[src/rtl/path_coord_receiver.sv]
// Consumer side of the gave_coord/received_coord four-phase handshake. Captures packed
// {x, y} coords into a buffer, counts them, latches end-of-path and offers a
// registered read port to the host.
module path_coord_receiver #(
  parameter int unsigned DEPTH = 100,
  localparam int unsigned AW = $clog2(DEPTH),
  localparam int unsigned CW = $clog2(DEPTH + 1)
) (
  input  logic          clk,
  input  logic          reset,
  input  logic          gave_coord,
  input  logic [31:0]   coord,
  input  logic          path_done,
  output logic          received_coord,
  input  logic          clear,
  input  logic [AW-1:0] rd_addr,
  output logic [31:0]   rd_data,
  output logic [CW-1:0] count,
  output logic          done,
  output logic          overflow
);

  // Full power-of-two storage so any rd_addr value indexes a real word.
  localparam int unsigned MemDepth = 1 << AW;

  typedef enum logic [1:0] {StWaitCoord, StAck, StDone} state_e;

  state_e        state_q, state_d;
  logic          ack_q, ack_d;
  logic [CW-1:0] count_q, count_d;
  logic          done_q, done_d;
  logic          overflow_q, overflow_d;
  logic          pend_q, pend_d;
  logic [31:0]   rd_data_q, rd_data_d;
  logic          we;
  logic [31:0]   mem [MemDepth];

  // Next-state, handshake and bookkeeping; clear is applied first so it wins everywhere.
  always_comb begin
    state_d    = state_q;
    ack_d      = ack_q;
    count_d    = count_q;
    done_d     = done_q;
    overflow_d = overflow_q;
    pend_d     = pend_q;
    we         = 1'b0;

    if (clear) begin
      count_d    = '0;
      done_d     = 1'b0;
      overflow_d = 1'b0;
      pend_d     = 1'b0;
    end

    unique case (state_q)
      StWaitCoord: begin
        if (gave_coord) begin
          ack_d   = 1'b1;
          state_d = StAck;
          // A coord offered alongside clear is acked but never stored.
          if (!clear) begin
            if (count_q < CW'(DEPTH)) begin
              we      = 1'b1;
              count_d = count_q + CW'(1);
            end else begin
              overflow_d = 1'b1;
            end
            if (path_done) pend_d = 1'b1;
          end
        end else if (path_done && !clear) begin
          done_d  = 1'b1;
          state_d = StDone;
        end
      end
      StAck: begin
        if (path_done && !clear) pend_d = 1'b1;
        if (!gave_coord) begin
          ack_d = 1'b0;
          if (pend_d) begin
            done_d  = 1'b1;
            pend_d  = 1'b0;
            state_d = StDone;
          end else begin
            state_d = StWaitCoord;
          end
        end
      end
      StDone: begin
        if (clear) state_d = StWaitCoord;
      end
      default: state_d = StWaitCoord;
    endcase

    rd_data_d = mem[rd_addr];
  end

  // Control and status registers.
  always_ff @(posedge clk) begin
    if (reset) begin
      state_q    <= StWaitCoord;
      ack_q      <= 1'b0;
      count_q    <= '0;
      done_q     <= 1'b0;
      overflow_q <= 1'b0;
      pend_q     <= 1'b0;
      rd_data_q  <= '0;
    end else begin
      state_q    <= state_d;
      ack_q      <= ack_d;
      count_q    <= count_d;
      done_q     <= done_d;
      overflow_q <= overflow_d;
      pend_q     <= pend_d;
      rd_data_q  <= rd_data_d;
    end
  end

  // Coord buffer write port; contents are not reset.
  always_ff @(posedge clk) begin
    if (we) mem[count_q[AW-1:0]] <= coord;
  end

  assign received_coord = ack_q;
  assign count          = count_q;
  assign done           = done_q;
  assign overflow       = overflow_q;
  assign rd_data        = rd_data_q;

endmodule

[config.mk]
export PLATFORM = sky130hd
export DESIGN_NAME = path_coord_receiver
export DESIGN_NICKNAME = d
export VERILOG_FILES = /design/src/rtl/path_coord_receiver.sv
export SDC_FILE = /design/constraint.sdc
export NUM_CORES = 2
export LEC_CHECK = 0
export CORE_MARGIN = 4
export CORE_UTILIZATION = 23
export CTS_CLUSTER_DIAMETER = 200
export CTS_CLUSTER_SIZE = 24
export DETAILED_ROUTE_END_ITERATION = 8
export MAX_ROUTING_LAYER = met4
export PLACE_DENSITY = 0.44
export SYNTH_ARGS = -nofsm -noshare
export SYNTH_HDL_FRONTEND = slang
export SYNTH_SLANG_ARGS = --single-unit
[constraint.sdc]
create_clock -name clk -period 8.3 [get_ports clk]
set_input_delay 1.66 -clock clk [delete_from_list [all_inputs] [get_ports clk]]
set_output_delay 1.66 -clock clk [all_outputs]
set_load 0.03 [all_outputs]
==> run metrics <==
status=finished, violations left; failing checks=capacitance limit, slew limit; Resized cells post-CTS=0; WL/cell=26.1 microns; initial DRC count=8989; final hold violations=0; relative slew slack=-0.0404%; crit path max fanout=32; pwr/cell area=205 nW/um^2; RePlAce Congestion=0.784; layout cells sized above 1=15.5%; Yosys cell types=49; pin count of the biggest net entering global routing=124; worst setup margin=3.14 ns; global-route wire length before repair=628000 microns; min Tclk post-route=5.16 ns; Final TNS setup=0 ns; htree depth=4; DRC viols=0; worst-path cell chain=clkdlybuf4s50_1, nand2b_1, nor3_2, nand3_2, buf_4, nor2_4; Mapped Cells=7455; clk_lat worst skew=0.96 ns; Core ar.=682000 sq um; Placed Area=174000 sq um; ys flop type=edfxtp_1; clock-pin slew on the worst setup and hold paths=0.09 ns; Startpoint Class=input pin; post-CTS setup buffers=0; most common cell in the synthesized netlist=edfxtp_1; CP arrival=5.73 ns; pin slew with the least headroom to its limit=1.49 ns; vias=76.0k; initial antenna violation count=68; EDFF count, synth=4096; top cells by area, synth=edfxtp_1 78%, mux4_2 9.9%, mux2i_1 5.0%, a22oi_1 1.4%, dfxtp_1 0.57%; post-cts hold buffer count=0; Synth warnings=0; CP max stage cell=nand3_2; Rows=303; Yosys reg bits=4141; GRT Resource Usage Total=13.0%; final setup fails=0; CP endpoint kind=register; max-cap viol count=2; Worst Path Class, Setup=input pin to register; Max Freq=0.194 GHz; Final Util=26.3%; I/O Pins=86; post-synth top area share=78.0%; Vias per Instance=4.34; Reg2Reg Setup Slack=3.53 ns; Max Slew Vio Count=1; # nets final=8481; vias in the first global route=77.4k; I/O Buffers=85; Post-DP HPWL=276000 microns; root buffer cell=clkbuf_16; Synth area leader=edfxtp_1; Total Routed Length=457000 microns; Worst Skew=0.0656 ns; maximum vdd drop=0.162 mV; post-route ant nets=0; area added between synthesis and finish=13.7%; DP Worst Slack=2.16 ns; FFs w/ async S/R, synth=0%; die area=699000 sq um; Final Cell Area=179000 sq um; Seq/Total Area, Yosys=78.5%; Synth Cell Area=158000 sq um; Hold Crit Class=register to register; Die H=836 microns; Period Utilization, post-route=62.2%; Post-synth top cells=4096 x edfxtp_1, 782 x mux2i_1, 695 x mux4_2; total grt overflow=0; leakage=56.4 nW; Clock Path Buffers=4; DRT Pass-1 Iters=6; Mean Syn Cell Area=21.2 sq um; Initial Util=23.1%; Worst EP required=8.86 ns; Clock Sinks=4141; slowest cell delay on critical path=0.98 ns; CTS tree=yes; number of buffers created by CTS=194; RSZ-0062 raised after global routing=false; DIE WIDTH=836 microns
cell families after synthesis:
family                   Yosys count  share of synthesized area [%]
buffers and inverters            425                           1.41
XOR/XNOR                           5                         0.0278
adder cells (fa/ha/maj)            1                        0.00793
AO/OA/AOI/OAI                    698                           3.04
AND/OR/NAND/NOR                  687                           1.96
flip-flops                      4141                           78.5
multiplexers                    1497                           15.0
other                              1                        0.00238
report_power, final:
part           leakage, nW  total (mW)  internal (mW)  switching (mW)
Sequential            37.9        23.5           23.4           0.147
Combinational         16.0        2.31          0.749            1.56
Clock                 2.57        10.9           4.40            6.49
path summary, 6_finish.rpt:
path | startpoint | end | cells after the start
max | gave_coord | mem[36][30] | 6
min | pend_q | pend_q | 2
max reg2reg | count[4] | mem[36][30] | 5
min reg2reg | pend_q | pend_q | 2
state kept, by name, summed over array words and instances (netlist names):
signal and flops:
count 7, done 1, mem 4096, rd_data 32
state_q 2, overflow 1, pend_q 1, received_coord 1
cell type report:
class / instances / area (sq um)
Fill cell: 68388 / 503000
Sequential cell: 4141 / 124000
Multi-Input combinational cell: 3784 / 35900
Tap cell: 8997 / 11300
Clock buffer: 266 / 5170
Timing Repair Buffer: 312 / 2840
Clock inverter: 9 / 176
Antenna cell: 25 / 62.6
Inverter: 3 / 11.3
layout by cell type, fill, tap and decap left out, drive strengths merged, types with 3 or more instances in the layout:
cell type,instances
xor2,4
and3,3
nor2,171
a32oi,21
o22a,7
buf,265
clkinv,6
a211oi,54
mux2,20
a22oi,295
clkdlybuf4s50,47
nor2b,13
mux2i,782
or3b,3
nand2,215
a21oi,101
diode,25
a211o,7
clkbuf,266
o21ai,35
nand3,157
a31oi,39
nor3,63
dfxtp,45
edfxtp,4096
o22ai,108
and2,4
o221ai,28
nand4,45
nand2b,5
conb,896
inv,6
mux4,695
layer usage:
metal | part of all wire, % | vias up | GRT usage (%)
met5 | 0 | - | -
met4 | 2.3 | 0 | 2.60
met3 | 5.7 | 375 | 1.82
met2 | 48 | 2164 | 20.9
met1 | 44 | 41552 | 17.7
li1 | - | 31947 | -
worst max-delay path, delay by kind of cell:
kind | cells | cell delay [ns]
buffers and inverters | 2 | 1.08
and+or+nand+nor | 4 | 2.91
per-stage QoR:
stage | instances | hold slack, ns | power [mW]
global route | 17518 | 0.520 | 38.1
global placement | 17235 | 0.474 | 26.3
CTS | 17511 | 0.500 | 37.2
detailed placement | 17236 | 0.464 | 26.4
floorplan | 8350 | 0.459 | 25.1
finish | 17537 | 0.497 | 36.7
(Power assumes the default switching activity.)
